[src/rtl/instr_fetch.sv]
// Instruction fetch unit: owns the PC, reads a synchronous instruction memory
// and hands each returned byte to the control unit with a one-cycle valid pulse.
module instr_fetch #(
  parameter int                    ADDR_WIDTH  = 8,
  parameter int                    IR_WIDTH    = 8,
  parameter logic [ADDR_WIDTH-1:0] RESET_PC    = '0,
  parameter logic [IR_WIDTH-1:0]   HALT_OPCODE = 8'hFF
) (
  input  logic                  clk,
  input  logic                  rst,
  input  logic                  fetch_req,
  input  logic                  jump_en,
  input  logic [ADDR_WIDTH-1:0] jump_addr,
  output logic                  imem_rd_en,
  output logic [ADDR_WIDTH-1:0] imem_addr,
  input  logic [IR_WIDTH-1:0]   imem_data,
  output logic [IR_WIDTH-1:0]   IR_Output,
  output logic                  ir_valid,
  output logic                  busy,
  output logic                  halted,
  output logic [ADDR_WIDTH-1:0] pc
);

  typedef enum logic [1:0] {
    S_IDLE,
    S_REQ,
    S_WAIT,
    S_HALT
  } state_e;

  state_e                state_q;
  logic [ADDR_WIDTH-1:0] pc_q;
  logic [IR_WIDTH-1:0]   ir_q;
  logic                  ir_valid_q;
  logic                  rd_en_q;
  logic                  busy_q;
  logic                  halted_q;

  // Every output flag is computed one state ahead so it is a flop, not decode.
  // NOTE: all state here is written with non-blocking assignments so every
  // register samples the values from before the edge, independent of order.
  always_ff @(posedge clk) begin
    if (rst) begin
      state_q    <= S_IDLE;
      pc_q       <= RESET_PC;
      ir_q       <= '0;
      ir_valid_q <= 1'b0;
      rd_en_q    <= 1'b0;
      busy_q     <= 1'b0;
      halted_q   <= 1'b0;
    end else begin
      ir_valid_q <= 1'b0;
      rd_en_q    <= 1'b0;
      case (state_q)
        S_IDLE: begin
          if (jump_en) begin
            pc_q <= jump_addr;
          end else if (fetch_req) begin
            state_q <= S_REQ;
            rd_en_q <= 1'b1;
            busy_q  <= 1'b1;
          end
        end
        S_REQ: begin
          if (jump_en) begin
            pc_q    <= jump_addr;
            state_q <= S_IDLE;
            busy_q  <= 1'b0;
          end else begin
            state_q <= S_WAIT;
          end
        end
        S_WAIT: begin
          busy_q <= 1'b0;
          if (jump_en) begin
            // The read already issued is simply dropped; IR keeps its value.
            pc_q    <= jump_addr;
            state_q <= S_IDLE;
          end else begin
            ir_q       <= imem_data;
            pc_q       <= pc_q + 1'b1;
            ir_valid_q <= 1'b1;
            if (imem_data == HALT_OPCODE) begin
              state_q  <= S_HALT;
              halted_q <= 1'b1;
            end else begin
              state_q <= S_IDLE;
            end
          end
        end
        S_HALT: begin
          state_q <= S_HALT;
        end
        default: begin
          state_q <= S_IDLE;
        end
      endcase
    end
  end

  assign imem_rd_en = rd_en_q;
  assign imem_addr  = pc_q;
  assign IR_Output  = ir_q;
  assign ir_valid   = ir_valid_q;
  assign busy       = busy_q;
  assign halted     = halted_q;
  assign pc         = pc_q;

endmodule

[config.mk]
export PLATFORM = sky130hd
export DESIGN_NAME = instr_fetch
export DESIGN_NICKNAME = d
export VERILOG_FILES = /design/src/rtl/instr_fetch.sv
export SDC_FILE = /design/constraint.sdc
export NUM_CORES = 1
export LEC_CHECK = 0
export ABC_AREA = 1
export CAP_MARGIN = 10
export CORE_UTILIZATION = 42
export DETAILED_ROUTE_END_ITERATION = 10
export PLACE_DENSITY = 0.85
export SKIP_LAST_GASP = 1
export SLEW_MARGIN = 20
export SYNTH_ARGS = -nofsm -noshare
export SYNTH_HDL_FRONTEND = slang
export SYNTH_SLANG_ARGS = --single-unit
[constraint.sdc]
create_clock -name clk -period 1.8 [get_ports clk]
set_input_delay 0.45 -clock clk [delete_from_list [all_inputs] [get_ports clk]]
set_output_delay 0.45 -clock clk [all_outputs]
set_load 0.005 [all_outputs]
Yosys cells after proc, flatten, opt, wreduce, memory -nomap -nowiden
Index checks and enable logic that the tools add are counted.
{"block": "totals", "elab_cells": 45, "mem_count": 0, "inputBits": 20, "latchBits": 0, "ramBits": 0, "rom_bits": 0, "reg_bits": 22, "out_inout_bits": 28}
{"block": "op_classes", "n_lt_le_gt_ge": 0, "n_reduce_logical": 11, "add_sub_neg": 1, "mux": 15, "div_mod_pow": 0, "shift": 0, "eq_ne": 8, "n_bitwise": 3, "mul": 0}
{"operator": "$mux 8", "count": 2}
{"operator": "$pmux 8 s2", "count": 1}
{"operator": "$mux 2", "count": 5}
{"operator": "$add 8x1->8 const B", "count": 1}
{"operator": "$eq 8x8->1 const B", "count": 1}
{"operator": "$pmux 2 s4", "count": 1}
{"operator": "$ne 2x2->1 const B", "count": 3}
{"operator": "$reduce_and 2->1", "count": 3}
{"operator": "$mux 1", "count": 5}
{"operator": "$eq 2x2->1 const B", "count": 2}
{"operator": "$reduce_and 4->1", "count": 1}
{"operator": "$reduce_or 2->1", "count": 2}
{"operator": "$not 1->1", "count": 3}
{"operator": "$pmux 1 s3", "count": 1}
{"operator": "$reduce_and 3->1", "count": 1}
{"operator": "$reduce_bool 3->1", "count": 1}
{"operator": "$reduce_or 3->1", "count": 1}
{"operator": "$eq 2x1->1 const B", "count": 1}
{"operator": "$logic_not 2->1", "count": 1}
{"operator": "$ne 2x1->1 const B", "count": 1}
{"operator": "$reduce_bool 2->1", "count": 1}

Depth between registers and ports, before layout
Gate-level depths: netlist (run 1).
{"block": "logic_depth", "depth_word": 4, "depth_mapped": 9, "mapped_depth_nobuf": 8}

Least setup slack after synthesis (run 1)
OpenSTA, ideal clock, no wires.
{"block": "synth_path", "kind": "register -> register", "from": "register state_q[0]", "to": "register pc_q[4] (netlist: imem_addr[4])", "arrival_time_ns": 1.161, "t_required_ns": 1.684, "period_less_slack_ns": 1.277, "setup_slack_ns": 0.523, "n_path_buf": 0, "path_stages_with_launch": 8, "setup_ns": 0.116, "cell_sequence": "dfxtp_1 inv_1 ha_1 nand2_4 inv_2 or2_1 a21oi_1 nor2_1"}
{"block": "synth_between", "elab_chain_cells": 4, "word_cells_on_any_way": 8, "classes_between": "eq/ne (3); mux (1); reduce/logical (4)"}
{"item": "start: declaration", "line_no": "31", "source": "state_e state_q;"}
{"item": "start signal: assignment", "line_no": "44", "source": "state_q <= S_IDLE;"}
{"item": "start signal: assignment", "line_no": "59", "source": "state_q <= S_REQ;"}
{"item": "start signal: assignment", "line_no": "67", "source": "state_q <= S_IDLE;"}
{"item": "$eq 2x1->1 / $logic_not 2->1 (equally long branches)", "line_no": "54", "source": "case (state_q)"}
{"item": "$reduce_or 2->1 (no source line)"}
{"item": "$ne 2x1->1 (no source line) / $reduce_bool 2->1 (equally long branches)"}
{"item": "$reduce_and 2->1 (no source line)"}
{"item": "end signal: assignment", "line_no": "57", "source": "pc_q <= jump_addr;"}
{"item": "end signal: assignment", "line_no": "66", "source": "pc_q <= jump_addr;"}
{"item": "end signal: assignment", "line_no": "77", "source": "pc_q <= jump_addr;"}
{"item": "end: declaration", "line_no": "32", "source": "logic [ADDR_WIDTH-1:0] pc_q;"}
Parallel ways exist; a longest one is shown, timed or not.
A chain may end at the register's enable or synchronous reset.

Final worst setup path (run 1)
{"block": "layout_path", "from": "register pc_q[4] (netlist: imem_addr[4])", "to": "output port pc[4]"}
{"item": "end: declaration", "line_no": "21", "source": "output logic [ADDR_WIDTH-1:0] pc"}
No word-level cell between the ends.

==> impl_metrics.tcl, run 1 <==
set metrics [dict create \
    initial_core_util 0.461 \
    final_common_cell "clkdlybuf4s50_1" \
    yosys_warnings 0 \
    yosysSeqAreaShare 0.369 \
    worstSetupEndpoint "pc[4]" \
    ys_top_cells_by_area "dfxtp_1 37%, nand2_1 10%, nor2_1 9.4%, buf_4 6.3%, ha_1 6.3%" \
    crit_path_end_kind "output port" \
    finalPower_mw 0.975 \
    rsz0062_at_grt "no" \
    post-route-period-util 0.955 \
    r2r_slack_ps 300 \
    peakVddDrop_mv 0.584 \
    switchingPower_mw 0.258 \
    core_mm2 0.00259 \
    synth.net_count 200 \
    syn_avg_cell_area_um2 6.87 \
    whs_path_depth 2 \
    slowest_delay_ps 540 \
    grt_pass1_vias 1021 \
    wl_per_cell_um 10.8 \
    grtUsageTotal 0.186 \
    drc 0 \
    numCtsBuffers 3 \
    grt_pass1_wl_um 4530 \
    crit_buf_inv 1 \
    gp_congestion 0.807 \
    die_x_um 55.3 \
    place_hpwl_um 2030 \
    crit_type "register to output port" \
    max_freq_mhz 582 \
    yosysTopAreaCellShare 0.369 \
    cp.required_ps 1350 \
    hp-class "register to register" \
    rr_worst_depth 7 \
    fillers 230 \
    antenna_found_initial 0 \
    die_y_um 55.3 \
    power_frac_clock 0.226 \
    pwr-share-comb 0.223 \
    ys_types 21 \
    path_depth 1 \
    netlist_area_mm2 0.00119 \
    drtPass1Iterations 4 \
    p_per_area_mw_per_mm2 588 \
    synth-seq-cells 22 \
    numPortBuffers 47 \
    finalCriticalPeriod_ps 1720 \
    tightest_slew_ps 229 \
    antennaDiodeCount 0 \
    wl_um 2640 \
    nNetsFinal 242 \
    cts.path.max_buffers 2 \
    p_int_mw 0.717 \
    io_pins 48 \
    reg2reg_from "state_q[0]" \
    row_count 18 \
    cp-startpoint "imem_addr[4]" \
    cts_setup_buffers 0 \
    cts.clk_slew.worst_paths_ps 120 \
    setup-violations-final 0 \
    vias 1172 \
    avgViaCountPerCell 4.80 \
    numClockSinks 22 \
    cpMaxStageDelayCell "clkdlybuf4s50_1" \
    drive_gt1_frac 0.0935 \
    drt_iter0_markers 21 \
    overflow 0 \
    reg2reg_to "imem_addr[4]" \
    finalHoldViolations 0 \
    ant_nets 0 \
    dieArea_mm2 0.00306 \
    crit_path_start_kind "register" \
    cp_top_family "buffers and inverters" \
    drv_cap 0 \
    area_growth_pct 38.8 \
    cts_tree "built" \
    status "finished, final reports clean" \
    relSlewSlack 0.846 \
    clk_latency_ps 310 \
    synth_cells 174 \
    fin_skew_ps 9.48 \
    swShare 0.265 \
    tns_ps 0 \
    arrival_ps 1270 \
    critPathMaxFanout 5 \
    grt_max_degree 15 \
    pwr-share-seq 0.551 \
    crit_path_cell_trace "clkdlybuf4s50_1" \
    cts_root_buf "clkbuf_4" \
    yosys.area.top_type "dfxtp_1" \
    final_cell_mix "47 x clkdlybuf4s50_1, 32 x nand2_1, 30 x nor2_1" \
    leakage_nw 0.683 \
    slew_violations 0 \
    htree_levels 1 \
]
## worst min-delay path: stages (launching register included)
cell and delay (ps):
dfxtp_1 330, inv_1 50, a21oi_1 50
## final cells by class
cell class	count	area [um^2]	share of cell area
Multi-Input combinational cell	116	571	0.344
Timing Repair Buffer	51	500	0.302
Sequential cell	22	445	0.268
Inverter	22	82.6	0.0498
Tap cell	30	37.5	0.0226
Clock buffer	3	22.5	0.0136
## cells in the mapped netlist
master / instances
nor2_2: 2
buf_4: 10
buf_2: 3
a21oi_1: 12
ha_1: 6
nor2_1: 30
o21ai_2: 1
nand3_1: 10
buf_6: 1
o21ai_1: 5
inv_1: 18
a31oi_1: 1
dfxtp_1: 22
nand2_1: 32
o21ai_0: 11
o211ai_1: 2
or2_1: 1
nand4_1: 1
nand2_2: 1
nand2_4: 1
inv_2: 4
## state kept, by name (all words and copies together), names as in the netlist
register / flops
ir_valid: 1
halted: 1
imem_addr: 8
busy: 1
IR_Output: 8
state_q: 2
imem_rd_en: 1
## worst min path at each step
| stage | from | endpoint | slack [ps] |
|---|---|---|---|
| floorplan | halted | halted | 450 |
| global placement | halted | halted | 450 |
| global route | halted | halted | 500 |
| CTS | halted | halted | 470 |
| finish | halted | halted | 470 |
| detailed placement | halted | halted | 450 |
## cell families (layout without fill, tap and decap cells)
family,count (synthesis),count (layout),share of synthesized area
and+or+nand+nor,78,78,0.272
AOI/OAI and AO/OA,32,32,0.142
adders and majority gates,6,6,0.0628
buffers and inverters,36,76,0.154
DFF,22,22,0.369
## stage by stage
step | std cells | hold WS [ps] | instance area [um^2] | worst slack [ps] | utilization
floorplan | 174 | 447 | 1190 | 523 | -
global placement | 241 | 447 | 1630 | 59.5 | 0.630
detailed placement | 241 | 451 | 1630 | 19.2 | 0.630
CTS | 244 | 471 | 1650 | 35.1 | 0.639
global route | 244 | 501 | 1660 | 9.27 | 0.641
finish | 244 | 468 | 1660 | 81.0 | 0.641
## power groups by stage
stage	sequential, mW	combinational [mW]	clock [mW]
2_1_floorplan	0.544	0.111	0
3_5_place_dp	0.547	0.217	0
6_report	0.537	0.217	0.221
5_1_grt	0.542	0.241	0.250
4_1_cts	0.536	0.219	0.232
3_3_place_gp	0.546	0.213	0
## layer usage
metal / track usage / share of wire / vias to the layer above
li1: - / - / 620
met1: 0.216 / 0.45 / 515
met2: 0.322 / 0.49 / 35
met3: 0.0632 / 0.049 / 2
met4: 0.0536 / 0.0068 / 0
met5: 0 / 0 / -
## repair_timing
item / in CTS / in global routing
gates resized for setup: 0 / 4
endpoints found under the setup margin: 0 / 7
hold buffers: 0 / 0
Power figures use the tool's default switching activity.
==> run 2, diff against run 1 <==
--- a/config.mk
+++ b/config.mk
@@ -9,6 +9,7 @@
 export CAP_MARGIN = 10
 export CORE_UTILIZATION = 42
 export DETAILED_ROUTE_END_ITERATION = 10
+export GPL_ROUTABILITY_DRIVEN = 1
 export PLACE_DENSITY = 0.85
 export SKIP_LAST_GASP = 1
 export SLEW_MARGIN = 20
==> results of run 2 <==
No change in the layout: final DEF, timing and power equal those of run 1.
==> edit (config.mk and constraints of run 2) <==
Reset style: asynchronous (`rst`), changed in one clocked block.
--- a/src/rtl/instr_fetch.sv
+++ b/src/rtl/instr_fetch.sv
@@ -41,3 +41,3 @@
   // register samples the values from before the edge, independent of order.
-  always_ff @(posedge clk) begin
+  always_ff @(posedge clk or posedge rst) begin
     if (rst) begin
Behaviour: differs if rst is asserted again (counterexample within 4 cycles, from zero or initial values and one cycle with rst high); with rst held inactive, the same outputs for 10 cycles.
==> edit against run 2 <==
Worst setup slack got worse by 0.016 ns. First-iteration DRC count rose by 4.8%. Clock skew down 0.0023 ns. Sequential cell count did not move. Fmax fell by 0.90%. Area after synthesis increased by 3.1%. Final area rose by 5.3%. Routed wire length is 1.8% lower.
Power is not compared: it rests on default switching activity, and its combinational part moved more than twofold at a synthesized area within 25%.
==> edit: results (changes against run 2) <==
The flow ran to the end, and the final reports show no timing, DRC or antenna violations. The logs give 0 (unchanged) for the number of antenna violations at the first check in global routing and 0.792 (was 0.807) for the final weighted congestion in routability-driven placement. Final setup skew: 0.00715 ns (was 0.00948 ns).

The most common flop cell mapped by yosys is sky130_fd_sc_hd__dfrtp_1 (was sky130_fd_sc_hd__dfxtp_1). For the standard cell area after detailed placement, the log shows 0.00169 mm² (was 0.00163 mm²). The overall via count from detail_route was 1,162 (was 1,172); the part of the total power dissipated in sequential elements was 37.5%. The wire length per cell after detailed routing was 10.8 µm (about the same). The final routed wirelength across all metal layers was 2590 µm (was 2640 µm). The number of placed instances, taps included came out at 234 (was 241). Most area-consuming cells after synthesis: sky130_fd_sc_hd__dfrtp_1, sky130_fd_sc_hd__nand2_1, sky130_fd_sc_hd__buf_4 (was sky130_fd_sc_hd__dfxtp_1, sky130_fd_sc_hd__nand2_1, sky130_fd_sc_hd__nor2_1). Ratio of cells with drive above 1 in the final layout: 10.5% (was 9.35%). The number of standard cells after synthesis came out at 163 (was 174).

Top post-synthesis cells by count: sky130_fd_sc_hd__nand2_1, sky130_fd_sc_hd__dfrtp_1, sky130_fd_sc_hd__inv_1, sky130_fd_sc_hd__nor2_1, sky130_fd_sc_hd__nand3_1 (was sky130_fd_sc_hd__nand2_1, sky130_fd_sc_hd__nor2_1, sky130_fd_sc_hd__dfxtp_1, sky130_fd_sc_hd__inv_1, sky130_fd_sc_hd__a21oi_1). Violation count after the first detailed-routing iteration: 22 (was 21). The class of the worst hold path was input port to async pin (was flop to flop). The first-pass GRT wire length came out at 4240 µm (was 4530 µm). The via count of the first global-routing pass is 1,017 (was 1,021), and the number of nets in the final layout is 235 (was 242). The total global-route track usage was 17.2% (was 18.6%). For the number of library cell types mapped by synthesis, the log shows 18 (was 21). The fill cell total of the finished layout is 245 (was 230).

The proportion of register bits with asynchronous set or reset after synthesis is 100% (was 0%). The transition time at the pin with the least slew margin is 0.302 ns (was 0.229 ns), and the deepest clock path buffer count is 2 (unchanged). The tools report the pre-CTS setup slack as 0.0292 ns (was 0.0192 ns).

The logs give 558 µm² (was 445 µm²) for the register area and 188 (was 200) for the post-synth net total. The HPWL reported at the end of detailed placement was 1980 µm (was 2030 µm). Maximum number of pins on one net before global-route repair: 23 (was 15).
==> edit: cell types whose count changed after synthesis, moves of 8 or more <==
cell                             run 2  this run
sky130_fd_sc_hd__nor2_1             30        16
sky130_fd_sc_hd__dfxtp_1            22         0
sky130_fd_sc_hd__a21oi_1            12         4
sky130_fd_sc_hd__nand2_1            32        56
sky130_fd_sc_hd__dfrtp_1             0        22
==> edit: cell type report <==
type | instances | share of cell area [%]
flip-flops and latches | 22 | 31.9
repair buffers | 54 | 29.9
multi-input cells | 110 | 29.7
inverters | 19 | 4.08
well taps | 31 | 2.22
clock buffers | 4 | 2.08
==> edit: per-layer routing <==
metal	vias up	GRT usage [%]	wire length (µm)
met1	537	20.5	1170
met3	5	4.88	121
met5	-	0	0
li1	588	-	-
met2	32	29.1	1270
met4	0	7.32	31
==> edit: cells by family (layout without fill, tap and decap cells) <==
logic type,after synthesis,in the layout,synth area share [%]
simple gates,87,87,28.5
xor+xnor,2,2,1.42
buf+inv,31,77,13.2
fa+ha+maj,5,5,5.08
compound gates,16,16,7.11
flops,22,22,44.7
==> edit: worst paths after layout <==
check / slack, ns / start / cells past startpoint / end
min in group clk: 0.48 / halted / 2 / halted
min: 0.46 / rst / 3 / IR_Output[4]
max: 0.07 / imem_addr[6] / 1 / imem_addr[6]
max reg2reg: 0.31 / state_q[0] / 7 / imem_addr[3]
min reg2reg: 0.48 / halted / 2 / halted
max in group asynchronous: 1.10 / rst / 3 / imem_addr[0]
==> edit: repair_timing <==
action,CTS,global route
buffers inserted,0,2
gates cloned,0,0
endpoints found under the setup margin,2,10
resized for setup,1,5
==> edit: worst min-delay path, stage by stage <==
cell	delay [ns]
sky130_fd_sc_hd__clkdlybuf4s50_1	0.39
sky130_fd_sc_hd__inv_1	0.05
sky130_fd_sc_hd__buf_4	0.28
